## src/rtl/neo_watchdog.sv

```systemverilog
// Frame watchdog: counts VBLANK rising edges and, unless kicked, drives an
// active-low reset pulse of RST_CYCLES enabled cycles into the cell array.
module neo_watchdog #(
  parameter int WD_FRAMES  = 8,
  parameter int RST_CYCLES = 256
) (
  input  logic       CLK,
  input  logic       RESET,
  input  logic       CLK_EN,
  input  logic       VBLANK,
  input  logic       WDOG_KICK,
  input  logic       WDOG_DISABLE,
  output logic       nWDOG_RESET,
  output logic       WDOG_TRIP,
  output logic [3:0] WDOG_COUNT
);

  typedef enum logic {
    ST_RUN  = 1'b0,
    ST_FIRE = 1'b1
  } state_t;

  localparam logic [3:0]  COUNT_LAST = 4'(WD_FRAMES - 1);
  localparam logic [3:0]  COUNT_FULL = 4'(WD_FRAMES);
  localparam logic [15:0] PULSE_LOAD = 16'(RST_CYCLES - 1);

  state_t      state_q;
  logic        vb_q;
  logic [3:0]  count_q;
  logic [15:0] pulse_q;
  logic        nrst_q;
  logic        trip_q;
  logic        vb_rise;

  // vb_q resets high so a VBLANK already asserted at reset release is not an edge.
  assign vb_rise = VBLANK & ~vb_q;

  always_ff @(posedge CLK) begin
    if (RESET) begin
      state_q <= ST_RUN;
      vb_q    <= 1'b1;
      count_q <= 4'd0;
      pulse_q <= 16'd0;
      nrst_q  <= 1'b1;
      trip_q  <= 1'b0;
    end else if (CLK_EN) begin
      vb_q   <= VBLANK;
      trip_q <= 1'b0;
      case (state_q)
        ST_RUN: begin
          if (WDOG_DISABLE || WDOG_KICK) begin
            count_q <= 4'd0;
          end else if (vb_rise) begin
            if (count_q == COUNT_LAST) begin
              state_q <= ST_FIRE;
              count_q <= COUNT_FULL;
              trip_q  <= 1'b1;
              nrst_q  <= 1'b0;
              pulse_q <= PULSE_LOAD;
            end else begin
              count_q <= count_q + 4'd1;
            end
          end
        end
        ST_FIRE: begin
          // The pulse always runs to completion; only RESET can cut it short.
          if (pulse_q == 16'd0) begin
            state_q <= ST_RUN;
            count_q <= 4'd0;
            nrst_q  <= 1'b1;
          end else begin
            pulse_q <= pulse_q - 16'd1;
          end
        end
        default: state_q <= ST_RUN;
      endcase
    end
  end

  assign nWDOG_RESET = nrst_q;
  assign WDOG_TRIP   = trip_q;
  assign WDOG_COUNT  = count_q;

endmodule

```

## config.mk

```make
export PLATFORM = sky130hd
export DESIGN_NAME = neo_watchdog
export DESIGN_NICKNAME = d
export VERILOG_FILES = /design/src/rtl/neo_watchdog.sv
export SDC_FILE = /design/constraint.sdc
export NUM_CORES = 1
export LEC_CHECK = 0
export ABC_CLOCK_PERIOD_IN_PS = 2700
export BUFFER_PORTS_ARGS = -buffer_cell sky130_fd_sc_hd__buf_2
export CAP_MARGIN = 20
export CORE_UTILIZATION = 50
export CTS_CLUSTER_DIAMETER = 200
export CTS_CLUSTER_SIZE = 24
export DETAILED_ROUTE_END_ITERATION = 8
export GPL_TIMING_DRIVEN = 0
export PLACE_DENSITY = 0.69
export SYNTH_ARGS = -nofsm -noshare
export SYNTH_HDL_FRONTEND = slang
export SYNTH_SLANG_ARGS = --single-unit
export TNS_END_PERCENT = 10
```

## constraint.sdc

```tcl
create_clock -name CLK -period 2.7 [get_ports CLK]
set_input_delay 0.675 -clock CLK [delete_from_list [all_inputs] [get_ports CLK]]
set_output_delay 0.675 -clock CLK [all_outputs]
set_load 0.01 [all_outputs]
```

==> flow_summary.toml, run 1 <==
[status]
status = "complete, no violations"

[worst_setup_path]
cp.arrival_ns = 2.54
startpoint_type = "flop"
reg2reg_depth = 8
crit_family = "simple AND/OR/NAND/NOR gates"
critical_path.slowest_cell = "a21oi_2"
max_stage_delay_ns = 0.42
critPathCaptureType = "flop"
path_cells = "inv_1, ha_1, nor3b_4, nand4_1, a21oi_2, buf_6, nor3_1, o21a_1"
worstPathRequired_ns = 2.94
cp_num_buf_inv = 2
crit_type = "flop to flop"
cp.depth = 8
crit_fanout = 10

[cts]
cts_setup_buffers = 0
numClockSinks = 24
cts_resized = 0
root_buffer = "clkbuf_4"
cts_hold_buffers = 0
insertion_delay_ns = 0.32
clk_pin_slew_ns = 0.14
cts_inserted_buffers = 3
tritoncts = "built"
cts_max_level = 1
cts_max_path_buffers = 2

[timing]
timing.hold.ws_ns = 0.485
post-route-min-period_ns = 2.30
finalSetupViolCount = 0
slew_headroom = 0.655
finalCritPeriodShare = 0.852
fmax_ghz = 0.435
tns_ns = 0
skew_ns = 0.00363
grt_setup_unrepaired = "no"
worst_pin_slew_ns = 0.513
hold_viol_final = 0
drv_slew = 0

[logic_synthesis]
syn_area_per_cell_sq_um = 8.60
postSynth.asyncResetShare = 0
ys_warn_count = 0
yosys.area.top_type = "dfxtp_1"
yosys-mux-area-fraction = 0.0320
synthSimpleGateAreaFrac = 0.311
synth_ff_type = "dfxtp_1"
synthAdderAreaFrac = 0.0194
netlist_area_sq_mm = 0.00129
ys_top_cells_by_area = "dfxtp_1 (37%), a21oi_1 (6.2%), nor2_1 (4.7%)"
syn_nets = 158
ys_seq_area_frac = 0.372
synth_top_area_share = 0.372
synthXorXnorAreaFrac = 0.0407
netlist_instances = 150
synth_top_family_by_area = "simple AND/OR/NAND/NOR gates"
synth_compound_area_frac = 0.187
ys_ff_latch = 24
synthDistinctLibCells = 44
synth_edf_count = 0

[die]
boundaryPins = 12
dieHeight_um = 52.8
fp.dieW_um = 52.8
floorplan.initialDensity = 0.525
coreArea_sq_mm = 0.00245
dieArea_sq_mm = 0.00279
row_count = 18

[power]
finalPower_w = 0.000578
power_frac_seq = 0.616
power_density_mw_per_mm2 = 410
pwr-share-clk = 0.341
combPwrFrac = 0.043
worst_ir_drop_vdd_v = 0.000347
p_sw_w = 0.000131
p_int_w = 0.000446
switching_share = 0.227
power_leakage_nw = 0.550

[routing]
wirelength_met1_um = 1390
wl_met3_um = 71
num_vias = 1160
routedWlPerCell_um = 14.2
ant_nets = 0
drt_iter0_markers = 40
via_per_inst = 6.01
finalWirelength_um = 2740
drcViolationCount = 0
wl_met2_um = 1240
top_layer = "met4"
drtPass1Iterations = 4

[final_layout]
diodes = 0
nets = 172
drive_above_1_share = 0.153
area_growth_pct = 9.21
instances_no_fill = 193

[worst_hold_path]
min_path_cells = 2
hold_class = "flop to flop"

[place]
io_buffers = 9
dpl.cell_count = 189
dp_hpwl_um = 2050
place.gp.congestion = 0.889

[global_route]
grt_pass1_wl_um = 4510
grt.overflow.total = 0
grt_pass1_vias = 1016
grtUsageTotal = 0.221
grt_max_degree = 14
antenna_found_initial = 0

[flow_run]
maxCapViolations = 0
==> area by class of cell <==
| cell class | count | area [sq um] |
|---|---|---|
| tap | 30 | 37.5 |
| buffer | 6 | 32.5 |
| multi-input combinational | 116 | 762 |
| clock buffer | 4 | 36.3 |
| timing repair buffer | 9 | 45.0 |
| fill | 225 | 1050 |
| sequential | 24 | 480 |
| inverter | 4 | 15.0 |
==> worst min-delay path, cell delays in order, from the launching register on <==
cell and delay (ns):
dfxtp_1 0.34, nand2b_1 0.06, a21oi_1 0.06
==> flip-flops by register name, indices dropped and copies added (netlist names) <==
signal       count
nWDOG_RESET      1
vb_q             1
pulse_q         16
WDOG_COUNT       4
state_q          1
WDOG_TRIP        1
==> final timing paths <==
check | slack [ns] | endpoint | start
min reg2reg | 0.48 | WDOG_TRIP$_SDFFE_PP0P_ | WDOG_TRIP$_SDFFE_PP0P_
min | 0.48 | WDOG_TRIP$_SDFFE_PP0P_ | WDOG_TRIP$_SDFFE_PP0P_
max reg2reg | 0.40 | pulse_q[15]$_SDFFE_PP0P_ | pulse_q[0]$_SDFFE_PP0P_
max | 0.40 | pulse_q[15]$_SDFFE_PP0P_ | pulse_q[0]$_SDFFE_PP0P_
==> power by group through the flow <==
stage / clock [W] / combinational, W / sequential [W]
after floorplan: 0 / 0.0000167 / 0.000364
after global placement: 0 / 0.0000240 / 0.000364
after detailed placement: 0 / 0.0000246 / 0.000364
after CTS: 0.000197 / 0.0000248 / 0.000356
after global routing: 0.000210 / 0.0000279 / 0.000356
final: 0.000197 / 0.0000248 / 0.000356
==> layout by cell type (no fill, tap or decap), types with 2 or more instances in the layout <==
cell	count
nor3_4	2
clkbuf_4	3
mux2i_1	3
o21ai_1	2
or3_1	3
nor4_1	6
a21oi_2	2
inv_1	4
xor2_1	6
o21ai_0	4
clkbuf_1	3
dfxtp_1	24
a311oi_1	2
and4_1	2
nand3_1	6
o41ai_1	2
nand2b_1	2
nor3_1	5
buf_2	10
nor2_1	16
or4_1	4
nand3b_1	2
nand4_1	2
ha_1	2
a41oi_1	2
and2_1	2
o31ai_1	2
o21a_1	2
nand2_1	6
a21oi_1	16
==> Yosys cell counts, types with 2 or more instances <==
library cell,instances
a21oi_1,16
a21oi_2,2
a311oi_1,2
a41oi_1,2
and2_1,2
and4_1,2
clkbuf_1,3
dfxtp_1,24
ha_1,2
inv_1,4
mux2i_1,3
nand2_1,6
nand2b_1,2
nand3_1,6
nand3b_1,2
nand4_1,2
nor2_1,16
nor3_1,5
nor3_4,2
nor4_1,6
o21a_1,2
o21ai_0,4
o21ai_1,2
o31ai_1,2
o41ai_1,2
or3_1,3
or4_1,4
xor2_1,6
==> cell families after synthesis <==
kind of cell | after synthesis
and+or+nand+nor | 66
muxes | 4
AOI/OAI and AO/OA | 38
xor gates and xnor gates | 6
buffers and inverters | 10
DFF | 24
adders and majority gates | 2
==> metal layers <==
metal | vias to the layer above | track usage
li1 | 591 | -
met1 | 545 | 0.299
met2 | 19 | 0.354
met3 | 5 | 0.0261
met4 | 0 | 0.0833
met5 | - | 0
==> metrics by stage <==
stage	util	area [sq um]	setup WS, ns
detailed placement	0.559	1370	0.330
floorplan	-	1290	0.615
global route	0.574	1410	0.250
CTS	0.574	1410	0.439
global placement	0.559	1370	0.344
finish	0.574	1410	0.400
Power figures use the tool's default switching activity.
==> inputs of run 2 (changes only) <==
- ABC_CLOCK_PERIOD_IN_PS: 2700 -> 2300
- CORE_MARGIN: default -> 2
- clock period: 2.7 -> 2.3 ns (I/O delays scaled with it)
==> flow_summary.toml, run 2 (synthesis gave the netlist of run 1 again) <==
[status]
status = "complete, no violations"

[global_route]
antenna_found_initial = 0
grt_pass1_wl_um = 4370
grt_pass1_vias = 990
grt.overflow.total = 0
grtUsageTotal = 0.203
grt_max_degree = 15

[timing]
grt_setup_unrepaired = "no"
setup_slack_ns = 0.218
finalSetupViolCount = 0
fmax_ghz = 0.480
drv_slew = 0
finalCritPeriodShare = 0.905
worst_pin_slew_ns = 0.519
post-route-min-period_ns = 2.08
skew_ns = 0.0151
hold_viol_final = 0
slew_headroom = 0.651
tns_ns = 0

[cts]
cts_hold_buffers = 0
cts_max_path_buffers = 2
cts_setup_buffers = 0
cts_max_level = 1
numClockSinks = 24
root_buffer = "clkbuf_4"
clk_pin_slew_ns = 0.14
cts_resized = 0
insertion_delay_ns = 0.33
cts_inserted_buffers = 3
tritoncts = "built"

[flow_run]
maxCapViolations = 0

[routing]
num_vias = 1151
finalWirelength_um = 2680
drt_iter0_markers = 33
via_per_inst = 5.93
drcViolationCount = 0
drtPass1Iterations = 4
routedWlPerCell_um = 13.8
ant_nets = 0

[worst_setup_path]
crit_family = "simple AND/OR/NAND/NOR gates"
cp.arrival_ns = 2.29
worstSetupStartpoint = "pulse_q[0]$_SDFFE_PP0P_"
critical_path.slowest_cell = "dfxtp_1"
r2r-start = "pulse_q[0]$_SDFFE_PP0P_"
startpoint_type = "flop"
path_cells = "inv_1, ha_1, nor3b_4, nand4_1, buf_4, a21oi_2, mux2i_1, nor3_1"
cp_num_buf_inv = 2
worstPathRequired_ns = 2.51
crit_type = "flop to flop"
crit_fanout = 7
critPathCaptureType = "flop"
max_stage_delay_ns = 0.36

[final_layout]
drive_above_1_share = 0.159
area_growth_pct = 11.1
layout_commonest_cell = "dfxtp_1"
instances_no_fill = 194
final_cell_mix = "dfxtp_1 (24), a21oi_1 (16), nor2_1 (16), buf_2 (10)"
top_register = "pulse_q"
finish.instance_area_sq_mm = 0.00143
nets = 173
largest_reg_flops = 16
diodes = 0

[place]
place.gp.congestion = 0.842
io_buffers = 9
dpl.cell_count = 189
placed_area_sq_mm = 0.00137
dp_hpwl_um = 1960
place_ws_ns = 0.0164

[power]
worst_ir_drop_vdd_v = 0.000363
power_leakage_nw = 0.562
power_density_mw_per_mm2 = 528

[die]
coreArea_sq_mm = 0.00245
dieArea_sq_mm = 0.00300
floorplan.initialDensity = 0.525
boundaryPins = 12
row_count = 18
fp.dieW_um = 54.8
dieHeight_um = 54.8

[worst_hold_path]
hold_class = "flop to flop"
hp-start = "WDOG_TRIP$_SDFFE_PP0P_"
==> run 2: routing by layer <==
| metal | global-route usage | wire length, um | up-vias |
|---|---|---|---|
| met5 | 0 | 0 | - |
| met3 | 0.0383 | 142 | 4 |
| met2 | 0.308 | 1210 | 37 |
| li1 | - | - | 587 |
| met4 | 0.0917 | 31 | 0 |
| met1 | 0.278 | 1290 | 523 |
==> run 2: layout make-up <==
class                   instances  area (sq um)
clock buffers                   3          22.5
fillers                       222          1020
plain buffers                   6          32.5
inverters                       4          15.0
repair buffers                 10          52.6
clock inverters                 1          30.0
well taps                      30          37.5
multi-input cells             116           762
flip-flops and latches         24           480
==> run 2: tightest hold or removal path: cells and delay by family, from the launching register on <==
kind	cells	cell delay, ns
flip-flops	1	0.34
AND/OR/NAND/NOR	1	0.06
AO/OA/AOI/OAI	1	0.06
==> run 2: worst paths after layout <==
kind,to,slack [ns],cells past startpoint
setup / recovery,WDOG_COUNT[3]$_SDFFE_PP0P_,0.22,8
hold / removal,WDOG_TRIP$_SDFFE_PP0P_,0.49,2
setup reg to reg,WDOG_COUNT[3]$_SDFFE_PP0P_,0.22,8
hold reg to reg,WDOG_TRIP$_SDFFE_PP0P_,0.49,2
==> run 2: stage by stage <==
step | hold slack, ns | utilization | power (W)
after global routing | 0.516 | 0.584 | 0.000772
after detailed placement | 0.468 | 0.559 | 0.000456
after global placement | 0.463 | 0.559 | 0.000455
after CTS | 0.488 | 0.581 | 0.000761
after floorplan | 0.444 | - | 0.000446
final | 0.487 | 0.584 | 0.000756
==> run 2: power by group <==
part	internal, W	switching (W)
clock network	0.000176	0.000133
logic	0.00000999	0.0000186
registers	0.000417	0.000000806
total	0.000603	0.000152
